==> src/rtl/mem_access_unit_if.sv <==
// Request/grant/response data-memory bus between the MEM stage and data memory.
// One outstanding word access at a time; the master holds address/data until granted.
interface mem_access_unit_if;
  logic        mem_req;
  logic        mem_we;
  logic [31:0] mem_addr;
  logic [31:0] mem_wdata;
  logic        mem_gnt;
  logic        mem_rvalid;
  logic [31:0] mem_rdata;

  modport master (
    output mem_req, mem_we, mem_addr, mem_wdata,
    input  mem_gnt, mem_rvalid, mem_rdata
  );

  modport slave (
    input  mem_req, mem_we, mem_addr, mem_wdata,
    output mem_gnt, mem_rvalid, mem_rdata
  );
endinterface

==> src/rtl/mem_access_unit.sv <==
// MEM stage: single-outstanding load/store on the data bus, pipeline stall while
// the access is in flight, MEM/WB register with misalign and bus-timeout flags.
module mem_access_unit #(
  parameter int unsigned TIMEOUT_CYCLES = 64
) (
  input  logic                     clk,
  input  logic                     rst,
  input  logic [31:0]              alu_MEM,
  input  logic [31:0]              writedata_MEM,
  input  logic [4:0]               rd_MEM,
  input  logic                     memread_MEM,
  input  logic                     memwrite_MEM,
  input  logic                     memtoreg_MEM,
  input  logic                     regwrite_MEM,
  output logic                     stall_MEM,
  mem_access_unit_if.master        bus,
  output logic [31:0]              readdata_WB,
  output logic [31:0]              alu_WB,
  output logic [4:0]               rd_WB,
  output logic                     memtoreg_WB,
  output logic                     regwrite_WB,
  output logic                     misalign_err_WB,
  output logic                     bus_err_WB
);

  localparam int CNT_W = (TIMEOUT_CYCLES > 1) ? $clog2(TIMEOUT_CYCLES) : 1;
  localparam logic [CNT_W-1:0] CNT_MAX = CNT_W'(TIMEOUT_CYCLES - 1);

  typedef enum logic [1:0] {
    ST_IDLE = 2'd0,
    ST_REQ  = 2'd1,
    ST_RESP = 2'd2
  } state_t;

  state_t      state_r, state_nxt_s;
  logic [CNT_W-1:0] cnt_r;

  logic        mem_req_r, mem_we_r;
  logic [31:0] mem_addr_r, mem_wdata_r;
  logic [31:0] readdata_r, alu_wb_r;
  logic [4:0]  rd_wb_r;
  logic        memtoreg_wb_r, regwrite_wb_r, misalign_err_r, bus_err_r;

  logic access_s, aligned_s;
  logic stall_s, start_s, complete_s, load_done_s, misalign_s, timeout_s, cnt_inc_s;

  assign access_s  = memread_MEM | memwrite_MEM;
  assign aligned_s = (alu_MEM[1:0] == 2'b00);

  // State register.
  always_ff @(posedge clk or negedge rst) begin
    if (!rst) begin
      state_r <= ST_IDLE;
    end else begin
      state_r <= state_nxt_s;
    end
  end

  // Next state, stall and per-cycle event decode.
  always_comb begin
    state_nxt_s = state_r;
    stall_s     = 1'b0;
    start_s     = 1'b0;
    complete_s  = 1'b0;
    load_done_s = 1'b0;
    misalign_s  = 1'b0;
    timeout_s   = 1'b0;
    cnt_inc_s   = 1'b0;
    case (state_r)
      ST_IDLE: begin
        if (access_s) begin
          if (!aligned_s) begin
            misalign_s = 1'b1;
          end else begin
            start_s     = 1'b1;
            stall_s     = 1'b1;
            state_nxt_s = ST_REQ;
          end
        end else begin
          complete_s = 1'b1;
        end
      end
      ST_REQ: begin
        // A store finishing on its last allowed cycle beats the timeout.
        if (bus.mem_gnt && mem_we_r) begin
          complete_s  = 1'b1;
          state_nxt_s = ST_IDLE;
        end else if (cnt_r == CNT_MAX) begin
          timeout_s   = 1'b1;
          state_nxt_s = ST_IDLE;
        end else begin
          stall_s   = 1'b1;
          cnt_inc_s = 1'b1;
          if (bus.mem_gnt) begin
            state_nxt_s = ST_RESP;
          end else begin
            state_nxt_s = ST_REQ;
          end
        end
      end
      ST_RESP: begin
        if (bus.mem_rvalid) begin
          complete_s  = 1'b1;
          load_done_s = 1'b1;
          state_nxt_s = ST_IDLE;
        end else if (cnt_r == CNT_MAX) begin
          timeout_s   = 1'b1;
          state_nxt_s = ST_IDLE;
        end else begin
          stall_s   = 1'b1;
          cnt_inc_s = 1'b1;
        end
      end
      default: begin
        state_nxt_s = ST_IDLE;
      end
    endcase
  end

  // Timeout counter; never exceeds CNT_MAX because increments stop there.
  always_ff @(posedge clk or negedge rst) begin
    if (!rst) begin
      cnt_r <= '0;
    end else if (start_s) begin
      cnt_r <= '0;
    end else if (cnt_inc_s) begin
      cnt_r <= cnt_r + CNT_W'(1);
    end else begin
      cnt_r <= cnt_r;
    end
  end

  // Bus request registers, held stable from launch until grant.
  always_ff @(posedge clk or negedge rst) begin
    if (!rst) begin
      mem_req_r   <= 1'b0;
      mem_we_r    <= 1'b0;
      mem_addr_r  <= 32'h0000_0000;
      mem_wdata_r <= 32'h0000_0000;
    end else begin
      mem_req_r <= (state_nxt_s == ST_REQ);
      if (start_s) begin
        mem_we_r    <= memwrite_MEM;
        mem_addr_r  <= alu_MEM;
        mem_wdata_r <= writedata_MEM;
      end
    end
  end

  // MEM/WB register: capture on completion, bubble on stall/misalign/abort.
  always_ff @(posedge clk or negedge rst) begin
    if (!rst) begin
      readdata_r     <= 32'h0000_0000;
      alu_wb_r       <= 32'h0000_0000;
      rd_wb_r        <= 5'd0;
      memtoreg_wb_r  <= 1'b0;
      regwrite_wb_r  <= 1'b0;
      misalign_err_r <= 1'b0;
      bus_err_r      <= 1'b0;
    end else begin
      misalign_err_r <= misalign_s;
      bus_err_r      <= timeout_s;
      if (complete_s) begin
        alu_wb_r      <= alu_MEM;
        rd_wb_r       <= rd_MEM;
        memtoreg_wb_r <= memtoreg_MEM;
        regwrite_wb_r <= regwrite_MEM;
        if (load_done_s) begin
          readdata_r <= bus.mem_rdata;
        end
      end else begin
        rd_wb_r       <= 5'd0;
        memtoreg_wb_r <= 1'b0;
        regwrite_wb_r <= 1'b0;
      end
    end
  end

  assign stall_MEM       = stall_s;
  assign bus.mem_req     = mem_req_r;
  assign bus.mem_we      = mem_we_r;
  assign bus.mem_addr    = mem_addr_r;
  assign bus.mem_wdata   = mem_wdata_r;
  assign readdata_WB     = readdata_r;
  assign alu_WB          = alu_wb_r;
  assign rd_WB           = rd_wb_r;
  assign memtoreg_WB     = memtoreg_wb_r;
  assign regwrite_WB     = regwrite_wb_r;
  assign misalign_err_WB = misalign_err_r;
  assign bus_err_WB      = bus_err_r;

endmodule

==> src/flat_wrapper.sv <==
// flat-port wrapper written by rule: the top's interface ports become plain ports
module mem_access_unit_flat 
#(
  parameter int unsigned TIMEOUT_CYCLES = 64
)
  (clk, rst, alu_MEM, writedata_MEM, rd_MEM, memread_MEM, memwrite_MEM, memtoreg_MEM, regwrite_MEM, stall_MEM, readdata_WB, alu_WB, rd_WB, memtoreg_WB, regwrite_WB, misalign_err_WB, bus_err_WB, bus_mem_req, bus_mem_we, bus_mem_addr, bus_mem_wdata, bus_mem_gnt, bus_mem_rvalid, bus_mem_rdata);
  mem_access_unit_if bus_i ();
  input  logic clk;
  input  logic rst;
  input  logic [31:0] alu_MEM;
  input  logic [31:0] writedata_MEM;
  input  logic [4:0] rd_MEM;
  input  logic memread_MEM;
  input  logic memwrite_MEM;
  input  logic memtoreg_MEM;
  input  logic regwrite_MEM;
  output logic stall_MEM;
  output logic [31:0] readdata_WB;
  output logic [31:0] alu_WB;
  output logic [4:0] rd_WB;
  output logic memtoreg_WB;
  output logic regwrite_WB;
  output logic misalign_err_WB;
  output logic bus_err_WB;
  output wire logic [$bits(bus_i.mem_req)-1:0] bus_mem_req;
  output wire logic [$bits(bus_i.mem_we)-1:0] bus_mem_we;
  output wire logic [$bits(bus_i.mem_addr)-1:0] bus_mem_addr;
  output wire logic [$bits(bus_i.mem_wdata)-1:0] bus_mem_wdata;
  input wire logic [$bits(bus_i.mem_gnt)-1:0] bus_mem_gnt;
  input wire logic [$bits(bus_i.mem_rvalid)-1:0] bus_mem_rvalid;
  input wire logic [$bits(bus_i.mem_rdata)-1:0] bus_mem_rdata;
  assign bus_mem_req = bus_i.mem_req;
  assign bus_mem_we = bus_i.mem_we;
  assign bus_mem_addr = bus_i.mem_addr;
  assign bus_mem_wdata = bus_i.mem_wdata;
  assign bus_i.mem_gnt = bus_mem_gnt;
  assign bus_i.mem_rvalid = bus_mem_rvalid;
  assign bus_i.mem_rdata = bus_mem_rdata;
  mem_access_unit #(.TIMEOUT_CYCLES(TIMEOUT_CYCLES)) u_core (.clk(clk), .rst(rst), .alu_MEM(alu_MEM), .writedata_MEM(writedata_MEM), .rd_MEM(rd_MEM), .memread_MEM(memread_MEM), .memwrite_MEM(memwrite_MEM), .memtoreg_MEM(memtoreg_MEM), .regwrite_MEM(regwrite_MEM), .stall_MEM(stall_MEM), .bus(bus_i), .readdata_WB(readdata_WB), .alu_WB(alu_WB), .rd_WB(rd_WB), .memtoreg_WB(memtoreg_WB), .regwrite_WB(regwrite_WB), .misalign_err_WB(misalign_err_WB), .bus_err_WB(bus_err_WB));
endmodule
==> config.mk <==
export PLATFORM = sky130hd
export DESIGN_NAME = mem_access_unit_flat
export DESIGN_NICKNAME = d
export VERILOG_FILES = /design/src/rtl/mem_access_unit_if.sv /design/src/rtl/mem_access_unit.sv /design/src/flat_wrapper.sv
export SDC_FILE = /design/constraint.sdc
export NUM_CORES = 1
export LEC_CHECK = 0
export CAP_MARGIN = 20
export CORE_UTILIZATION = 45
export CTS_CLUSTER_SIZE = 8
export DETAILED_ROUTE_END_ITERATION = 8
export PLACE_DENSITY = 0.83
export SETUP_SLACK_MARGIN = 0.3
export SYNTH_ARGS = -nofsm -noshare
export SYNTH_HDL_FRONTEND = slang
export SYNTH_SLANG_ARGS = --single-unit
==> constraint.sdc <==
create_clock -name clk -period 4.05 [get_ports clk]
set_clock_uncertainty 0.15 [all_clocks]
set_input_delay 0.81 -clock clk [delete_from_list [all_inputs] [get_ports clk]]
set_output_delay 0.81 -clock clk [all_outputs]
set_load 0.02 [all_outputs]
# Word-level counts from Yosys, hierarchy flattened
# Cells that the tools add are included.
# totals
ff_bits	147
input_bits	109
word_cells	57
# op_classes
add_sub_neg	1
n_eq_ne	4
n_mux	33
bitwise	1
reduce_logical	5
# op_table
cell	n
$mux 1	18
$mux 2	7
$mux 6	2
$add 6x1->6 const B	1
$eq 6x6->1 const B	1
$pmux 1 s3	2
$pmux 2 s3	1
$mux 5	1
$eq 2x1->1 const B	2
$logic_not 2->1	2
$pmux 1 s2	2
$eq 2x2->1 const B	1
$reduce_and 2->1	1
$reduce_bool 2->1	1
$logic_and 1x1->1	1
$or 1x1->1	1

# Logic depth before layout (Yosys ltp)
# logic_depth
depth_word	6
mapped_depth	8
depth_no_buf	6

# Least setup slack after synthesis
# Ideal clock, no wire load.
# synth_path
kind	input-to-output
startpoint	input port memwrite_MEM
endpoint	output port stall_MEM
arrival_ns	1.715
required_ns	3.090
setup_slack_ns	1.375
stages	5
path_buffers	1
path_cell_list	o21ai_1 nor3_2 buf_2 a21oi_1 nor2_1
# synth_between
elab_chain_cells	3
# synth_lines
item	line_no	source
start: declaration	flat_wrapper.sv:14	input logic memwrite_MEM;
$or 1x1->1	mem_access_unit.sv:47	assign access_s = memread_MEM | memwrite_MEM;
$mux 1	mem_access_unit.sv:71	if (access_s) begin
$pmux 1 s3	mem_access_unit.sv:69	case (state_r)
end: declaration	flat_wrapper.sv:17	output logic stall_MEM;
# Every way passes these cells.

# Worst setup path in the final report
# layout_path
startpoint	input port bus_mem_rvalid
endpoint	output port stall_MEM
# layout_between
elab_chain_cells	2
# layout_lines
item	line_no	source
start: declaration	flat_wrapper.sv:30	input wire logic [$bits(bus_i.mem_rvalid)-1:0] bus_mem_rvalid;
$mux 1	mem_access_unit.sv:102	if (bus.mem_rvalid) begin
$pmux 1 s3	mem_access_unit.sv:69	
# Every way passes these cells.

==> summary.md <==
| Metric | Value |
|---|---|
| Status | `completed` |
| Die extent in y | `115 µm` |
| Cell Rows | `40` |
| Pwr dens | `843 nW/µm²` |
| Wire per inst | `16.1 µm` |
| Post-layout instance area | `8900 µm²` |
| Vias in the first global route | `4685` |
| Multi-input logic area | `1890 µm²` |
| Cell taking the most area after synthesis | `dfrtp_1` |
| Number of top-level pins | `249` |
| Comb pwr share | `46.7%` |
| Post-synth EDFFs | `0` |
| First-pass GRT wire length | `23.4 mm` |
| Post-synthesis cell type count | `36` |
| Syn nets | `604` |
| Power Internal | `0.00483 W` |
| Pre-antenna DRT Iters | `5` |
| Setup tns final | `0 ns` |
| All-Layer GR Usage | `23.6%` |
| TritonCTS buffer count | `17` |
| Period utilization | `89.8%` |
| Vias per cell | `4.82` |
| Synthesized instance count | `490` |
| N_diodes | `0` |
| Post-synthesis sequential area ratio | `64.4%` |
| Ratio of cells with drive above 1 in the final layout | `13.3%` |
| Dpl hpwl | `10.5 mm` |
| CORE AREA | `12200 µm²` |
| Final Hold Vio Count | `0` |
| Fill count | `871` |
| # hold bufs at CTS | `0` |
| Critical Path Fanout Max | `4` |
| Net Switching | `0.00268 W` |
| WL final | `14.8 mm` |
| Avg Cell Area, Syn | `11.7 µm²` |
| Sink Count | `147` |
| Reg power frac | `33.5%` |
| Synth area leaders | `dfrtp_1 64%, nand2_1 13%, mux2_2 12%` |
| Post_cts resized | `0` |
| H-Tree Depth | `4` |
| Worst hold path type | `input pin to asynchronous set/reset pin` |
| Die ar. | `13200 µm²` |
| Post-Syn Area | `5710 µm²` |
| Total grt overflow | `0` |
| Clk slew on worst S/H paths | `0.06 ns` |
| DRT iter0 DRCs | `294` |
| Relative slew slack | `49.0%` |
| Worst skew pair latency | `0.41 ns` |
| DRC violations left | `0` |
| Vias | `4441` |
| Area delta synth->final | `55.7%` |
| Worst VDD drop | `0.506 mV` |
| TritonCTS clock tree | `yes` |
| Width of the die | `115 µm` |
| Crit path required time | `3.09 ns` |
| Postcts setup bufs | `0` |
| Clk pwr share | `19.7%` |
| Pin count of the biggest net entering global routing | `84` |
| Register area | `3680 µm²` |
| Setup violators final | `0` |
| Max Cap Viol | `0` |
| Nets | `856` |
| Leak | `4.06 nW` |
| Ys async rst share | `100%` |
| CP arrival | `2.68 ns` |
| Buffers on Ports | `248` |
| Share of the synthesized area in the top cell type | `64.4%` |
| Clock buffer depth | `2` |
| Final max-slew violation count | `0` |
| RSZ-0062 raised after global routing | `no` |
| Initial Util | `46.8%` |
| Detail Route Antenna Nets | `0` |
| Post-route minimum period | `3.64 ns` |
| Switching portion of total power | `35.7%` |
| YS warnings | `0` |
| Power Total | `0.00751 W` |
| Fmax | `0.275 GHz` |
| Flops & latches, synth | `147` |
| Post-DP Area | `8330 µm²` |
| Crit path launch type | `input pin` |
| Tightest Pin Transition | `0.766 ns` |
| Synth Flop Type | `dfrtp_1` |
| Kind of critical path | `input pin to output port` |
| Clk root buf | `clkbuf_16` |
| Antenna violations before repair | `0` |
| GP Congestion | `0.909` |
| Worst Setup End Kind | `output port` |
## logic make-up after synthesis
group	synth area share, %
and+or+nand+nor	16.0
DFF	64.4
muxes	12.9
buffers and inverters	2.85
AOI/OAI and AO/OA	2.63
adders and majority gates	1.09
xor gates and xnor gates	0.153
## flip-flops by register name, indices dropped and copies added (netlist names)
register / flops
u_core.alu_WB: 32
u_core.bus.mem_addr: 32
u_core.bus.mem_wdata: 32
u_core.readdata_WB: 32
u_core.cnt_r: 6
u_core.rd_WB: 5
u_core.state_r: 2
u_core.bus.mem_req: 1
u_core.bus.mem_we: 1
u_core.bus_err_WB: 1
u_core.memtoreg_WB: 1
u_core.misalign_err_WB: 1
u_core.regwrite_WB: 1
## Yosys cell counts, drive strengths merged, types with 2 or more instances
cell / instances
a21oi: 6
and2: 10
buf: 19
clkbuf: 2
dfrtp: 147
ha: 5
inv: 4
mux2: 64
nand2: 195
nand3: 5
nor2: 8
o21ai: 4
o221ai: 2
or3: 4
## stage by stage
stage                     hold slack, ns  cells  setup slack [ns]  util (%)
final                              0.278    921             0.413      72.9
after global routing               0.338    921             0.347      72.9
after CTS                          0.308    920             0.464      72.7
after detailed placement           0.311    890             0.468      68.2
after global placement             0.307    890             0.494      68.2
after floorplan                    0.351    490              1.38         -
## per-layer routing
metal  wire, µm  vias to the layer above  GRT usage, %
li1           -                     2091             -
met3       1240                       32          7.94
met5          0                        -             0
met1       5610                     2137          26.4
met4        424                        0          11.8
met2       7530                      181          40.1
## placed cells by master (no fill, tap or decap), types with 2 or more instances in the layout
master and instances:
clkdlybuf4s50_1 247, mux2_2 61, o21ai_0 3, bufinv_16 2
buf_12 2, clkbuf_16 17, clkbuf_8 2, nand3_1 5
mux2_4 2, clkinv_2 2, nand2_1 195, a21oi_1 5
dfrtp_1 147, ha_1 5, inv_1 4, and2_1 10
nor2_1 8, or3_1 3, clkbuf_1 6, buf_4 4
## cell type report
type                            count  area share (%)
Inverter                            4           0.169
Sequential cell                   147            41.3
Clock inverter                      5           0.872
Multi-Input combinational cell    318            21.2
Timing Repair Buffer              254            28.7
Tap cell                          168            2.36
Clock buffer                       25            5.34
## power by group through the flow
stage               Clock [W]  Combinational, W  Sequential (W)
floorplan                   0          0.000963         0.00332
global placement            0           0.00343         0.00249
detailed placement          0           0.00351         0.00253
CTS                   0.00151           0.00354         0.00252
global route          0.00158           0.00372         0.00260
finish                0.00148           0.00351         0.00252
## critical path: stages
cell             delay, ns
clkdlybuf4s50_1       0.50
and2b_1               0.24
or2_2                 0.32
a21oi_1               0.18
nor2_1                0.08
clkdlybuf4s50_1       0.54
## worst paths after layout
| check | startpoint | end | slack, ns | depth (start not counted) |
|---|---|---|---|---|
| max | bus_mem_rvalid | stall_MEM | 0.41 | 6 |
| min reg2reg | u_core.bus.mem_addr[16] | u_core.bus.mem_addr[16] | 0.32 | 2 |
| min | rst | u_core.bus.mem_wdata[21] | 0.28 | 1 |
| max reg2reg | u_core.state_r[1] | u_core.cnt_r[2] | 1.59 | 7 |
| max in group asynchronous | rst | u_core.cnt_r[0] | 2.67 | 2 |
| min in group clk | u_core.bus.mem_addr[16] | u_core.bus.mem_addr[16] | 0.32 | 2 |
No activity file was read; power rests on OpenSTA's default activity.
==> variant 1: new RTL, same flow settings <==
Re-encode `state_t` (3 states) as one-hot, 3 bits wide.
--- a/src/rtl/mem_access_unit.sv
+++ b/src/rtl/mem_access_unit.sv
@@ -28,6 +28,6 @@
 
-  typedef enum logic [1:0] {
-    ST_IDLE = 2'd0,
-    ST_REQ  = 2'd1,
-    ST_RESP = 2'd2
+  typedef enum logic [2:0] {
+    ST_IDLE = 3'b001,
+    ST_REQ  = 3'b010,
+    ST_RESP = 3'b100
   } state_t;
Formal check against the unedited RTL: same outputs for any inputs over 10 cycles, from zero or initial values and one cycle with rst low; not proved beyond that.
==> variant 1 against the unedited design <==
  * Critical path depth unchanged
  * Synthesized area down 1.6%
  * Final area down 0.21%
  * Sequential cell count up 1
  * Sequential share of layout area up 0.38 points
  * Setup slack better by 240 ps
  * Routed wire length down 4.9%
  * Fmax up 7.0%
  * Highest routed layer unchanged
Power is not compared: it rests on default switching activity, and its combinational part moved more than twofold at a synthesized area within 25%.
==> variant 1: results (changes against the unedited design) <==
Parameter                              Value

Placement
  Final GP Congestion    0.738 (-19%)
  Quantity of I/O buffers inserted on ports    248 (unchanged)
  Hpwl dp    10.2 mm (-2.6%)

Yosys
  Syn nets    465 (-23%)
  Ranking of synthesized cells by instance count    sky130_fd_sc_hd__dfrtp_1 (147), sky130_fd_sc_hd__mux2_1 (127), sky130_fd_sc_hd__buf_2 (13)
  Primary FF master, synth    sky130_fd_sc_hd__dfrtp_1
  Synth unique cells    37 (+2.8%)
  Ranking of synthesized cells by area    sky130_fd_sc_hd__dfrtp_1 (65%), sky130_fd_sc_hd__mux2_1 (25%), sky130_fd_sc_hd__buf_2 (1.2%), sky130_fd_sc_hd__nor2b_1 (0.78%), sky130_fd_sc_hd__nand2_1 (0.53%)
  Warning count from the yosys run    0 (unchanged)
  Seq/Total Area, Yosys    65.9% (+1.5 points)
  Post-synthesis async set-or-reset flop share    100% (unchanged)

Drt
  Number of vias after detailed routing    3871 (-13%)
  Drt drc    0 (unchanged)
  Routed len/inst    17.9 um (+11%)
  First-pass iteration count of the detailed router    4 (-1)
  Drt first-iter violations    120 (-59%)

Finish
  Number of antenna cells inserted    0 (unchanged)
  Ratio of cells with drive above 1 in the final layout    5.49% (-7.8 points)
  Post-layout nets    718 (-16%)

Critical path
  Number of cells on the worst reg-to-reg path    4 (-3)
  Source of the critical timing path    bus_mem_gnt
  Endpoint of the worst register-to-register path    u_core.bus.mem_wdata[12]
  Max stage delay on crit path    600 ps (+60 ps)
  Capture point of the worst path    stall_MEM
  Slowest stage cell on the critical path    sky130_fd_sc_hd__clkdlybuf4s50_1
  Worst path arrival time    2440 ps (-240 ps)
  R2R Setup Slk    1620 ps (+30 ps)
  Reg-to-Reg Start    u_core.state_r[0]
  Crit-path max FO    5 (+1)

Clocking
  Number of H-tree levels    4 (unchanged)
  CTS resizes    0 (unchanged)
  Clock transition at the registers of the reported paths    50 ps
  Buffer depth of the longest clock path    2 (unchanged)
  Worst-Skew Late Latency    420 ps
  Post CTS Setup Buffer Count    0 (unchanged)
  Clock tree root driver cell    sky130_fd_sc_hd__clkbuf_16
  Number of buffers created by CTS    17 (unchanged)

GRT
  Via count of the first global-routing pass    4074 (-13%)
  Initial antenna violation count    0 (unchanged)
  Largest net degree at the start of global routing    101 (+20%)
  GRT Total Usage    22.6% (-0.96 points)
  Wire length of the first global-routing pass    21.7 mm (-7.1%)

Min path
  Worst min-delay path endpoint    u_core.readdata_WB[10]
  Worst Min Path Start    u_core.readdata_WB[10]
  Class of the tightest hold or removal check    reg2reg
  Worst hold path cell count    1

Power and ir drop
  Leakage power    3.86 nW
  Worst voltage drop across the vdd grid    0.000295 V

Status
  Run status    completed

STA
  Worst relative slew slack    35.3% (-14 points)
[variant 1: changes by cell type in the layout (fill, tap and decap cells not counted), moves of 4 or more]
cell,unedited run,this run
sky130_fd_sc_hd__and2_1,10,4
sky130_fd_sc_hd__nand2_1,195,8
sky130_fd_sc_hd__mux2_1,1,127
sky130_fd_sc_hd__ha_1,5,1
sky130_fd_sc_hd__mux2_2,61,0
sky130_fd_sc_hd__nor2_1,8,4
sky130_fd_sc_hd__nor2b_1,0,7
[variant 1: area by class of cell]
class	count	area [um2]
clock buffer	26	509
clock inverter	4	70.1
fill	863	3230
inverter	1	3.75
multi-input combinational	189	1850
sequential	148	3700
tap	168	210
timing repair buffer	251	2530
[variant 1: cell families (layout without fill, tap and decap cells)]
family,after synthesis,in the layout,share of synthesized area [%]
compound gates,17,17,2.20
fa+ha+maj,1,1,0.222
buf+inv,18,282,1.56
flops,148,148,65.9
mux,128,128,25.6
simple gates,43,43,4.54
[variant 1: power by group]
part	internal (mW)	leakage (nW)	switching, mW	total [mW]
Sequential	1.73	1.85	0.132	1.86
Combinational	0.645	1.72	0.592	1.24
Clock	0.980	0.286	0.543	1.52
Total	3.35	3.86	1.27	4.62
[variant 1: metal layers]
layer / global-route usage, % / wire, um
met3: 7.65 / 1030
met4: 10.7 / 384
met1: 24.2 / 5300
met5: 0 / 0
met2: 40.1 / 7380
[variant 1: metrics by stage]
stage	cells	hold slack [ps]	cell area, um2	setup slack, ps
floorplan	355	323	5620	1370
global placement	757	317	8300	688
detailed placement	757	320	8300	659
CTS	787	336	8880	649
global route	787	343	8880	526
finish	787	334	8880	651
[variant 1: critical path: cells and delay by family]
kind,cells,cell delay [ps]
buf+inv,2,1070
compound gates,1,160
simple gates,3,390
==> variant 2: new RTL, config.mk and constraints unchanged <==
Without the edit above. `TIMEOUT_CYCLES` is set to 64 in 2 places; all go to 128.
--- a/src/rtl/mem_access_unit.sv
+++ b/src/rtl/mem_access_unit.sv
@@ -3,3 +3,3 @@
 module mem_access_unit #(
-  parameter int unsigned TIMEOUT_CYCLES = 64
+  parameter int unsigned TIMEOUT_CYCLES = 128
 ) (
--- a/src/flat_wrapper.sv
+++ b/src/flat_wrapper.sv
@@ -3,3 +3,3 @@
 #(
-  parameter int unsigned TIMEOUT_CYCLES = 64
+  parameter int unsigned TIMEOUT_CYCLES = 128
 )
Behaviour: same outputs for any inputs over 10 cycles, from zero or initial values and one cycle with rst low; that may be too few to reach the edited logic, so the function may still have changed.
==> variant 2 against the unedited design <==
  * Total power rose by 2.1%
  * Setup slack improved by 310 ps
  * Final area rose by 0.58%
  * Routed wire length rose by 4.7%
  * Non-clock buffer count did not move
  * Fmax rose by 9.5%
  * Synthesized cell count rose by 1.2%
  * Synthesized area rose by 0.42%
  * Critical path depth fell by 1
  * Worst hold slack got worse by 33 ps
  * Sequential cell count rose by 1
  * Die area rose by 0.41%
  * Highest routed layer unchanged
  * Final cell count rose by 0.65%
==> variant 2: results (changes against the unedited design) <==
Parameter                              Value

Clocking
  Buffer depth of the longest clock path    2 (unchanged)
  CTS resizes    0 (unchanged)
  Number of buffers created by CTS    17 (unchanged)

Critical path
  Crit-path max FO    3 (-1)
  Critical path's top delay family    buffers and inverters
  Source of the critical timing path    memwrite_MEM
  Reg-to-Reg Start    u_core.state_r[0]
  Number of cells on the worst reg-to-reg path    7 (unchanged)
  Worst path arrival time    2360 ps (-320 ps)
  R2R Setup Slk    1560 ps (-30 ps)

Finish
  Number of antenna cells inserted    0 (unchanged)
  Finished Layout Cells    927 (+0.65%)
  Post-layout nets    860 (+0.47%)
  Filler instances    850 (-2.4%)
  Ratio of cells with drive above 1 in the final layout    14.2% (+0.95 points)

GRT
  Wire length of the first global-routing pass    24.1 mm (+3.0%)
  Via count of the first global-routing pass    4842 (+3.4%)
  Met1 GRT Util    27.1% (+0.73 points)
  Fraction of met2 tracks used by global routing    41.5% (+1.4 points)
  GRT Total Usage    24.2% (+0.66 points)
  Largest net degree at the start of global routing    77 (-8.3%)
  Met3 track demand over resource in global routing    8.59% (+0.65 points)

Drt
  Drt first-iter violations    206 (-30%)
  Uppermost metal layer occupied by signal nets    met4
  Number of vias after detailed routing    4544 (+2.3%)
  Length of routed met2 wiring    7.80 mm (+3.5%)
  Met1 layer wirelength in the final routing    5.88 mm (+4.7%)
  First-pass iteration count of the detailed router    4 (-1)
  Detailed-routed wire length on met3    1.42 mm (+15%)
  Total Wirelength    15.5 mm (+4.7%)

Placement
  Pre-CTS worst setup slack    353 ps (-115 ps)
  Placed Cells    895 (+0.56%)
  Placed instance area    0.00837 mm2 (+0.51%)
  Hpwl dp    11.2 mm (+6.8%)
  Final GP Congestion    0.765 (-16%)

Yosys
  Mean instance size in the synthesized netlist    11.6 um2 (-0.80%)
  Synthesized-area fraction occupied by xor and xnor cells    0% (-0.15 points)
  Post-synthesis compound-gate area fraction    3.31% (+0.69 points)
  Ranking of synthesized cells by instance count    sky130_fd_sc_hd__nand2_1 (193), sky130_fd_sc_hd__dfrtp_1 (148), sky130_fd_sc_hd__mux2_2 (64)
  Multiplexer area fraction after synthesis    12.6% (-0.36 points)
  Synth unique cells    33 (-8.3%)
  Syn nets    610 (+0.99%)
  Ranking of synthesized cells by area    sky130_fd_sc_hd__dfrtp_1 (65%), sky130_fd_sc_hd__nand2_1 (13%), sky130_fd_sc_hd__mux2_2 (13%), sky130_fd_sc_hd__ha_1 (1.1%), sky130_fd_sc_hd__and2_1 (0.98%)
  Post-synthesis adder-cell area fraction    1.09% (-0.0045 points)
  Seq/Total Area, Yosys    64.5% (+0.17 points)

STA
  Hold_ws    245 ps (-32.9 ps)
  Final worst slack    728 ps (+314 ps)
  Actual transition at the worst max-transition pin    710 ps (-55.5 ps)

Status
  Run status    completed

Power and ir drop
  P_sw    2.76 mW (+3.1%)
  Worst voltage drop across the vdd grid    0.000535 V (+5.7%)
  Leakage power    4.07 nW (+0.35%)
  Proportion of power drawn by the clock network    19.8%
  Internal cell power    4.91 mW (+1.6%)
## variant 2: cell types whose count changed in the layout (fill, tap and decap cells not counted), sizes merged, moves of 2 or more
cell,change
nor2b,+2
or3,-2
clkbuf,-3
or4,+2
o221ai,-2
o311ai,+2
clkinv,+4
nand2,-2
o21ai,+4
o31ai,+2
## variant 2: kinds of logic after synthesis
group           count (synthesis)
compound gates                 28
buf+inv                        26
fa+ha+maj                       5
simple gates                  225
mux                            64
flops                         148
## variant 2: area by class of cell
| cell class | count | area (um2) | area share (%) |
|---|---|---|---|
| inverters | 3 | 11.3 | 0.126 |
| multi-input cells | 322 | 1900 | 21.2 |
| repair buffers | 254 | 2540 | 28.4 |
| clock buffers | 22 | 474 | 5.30 |
| clock inverters | 10 | 105 | 1.17 |
| well taps | 168 | 210 | 2.35 |
| flip-flops and latches | 148 | 3700 | 41.4 |
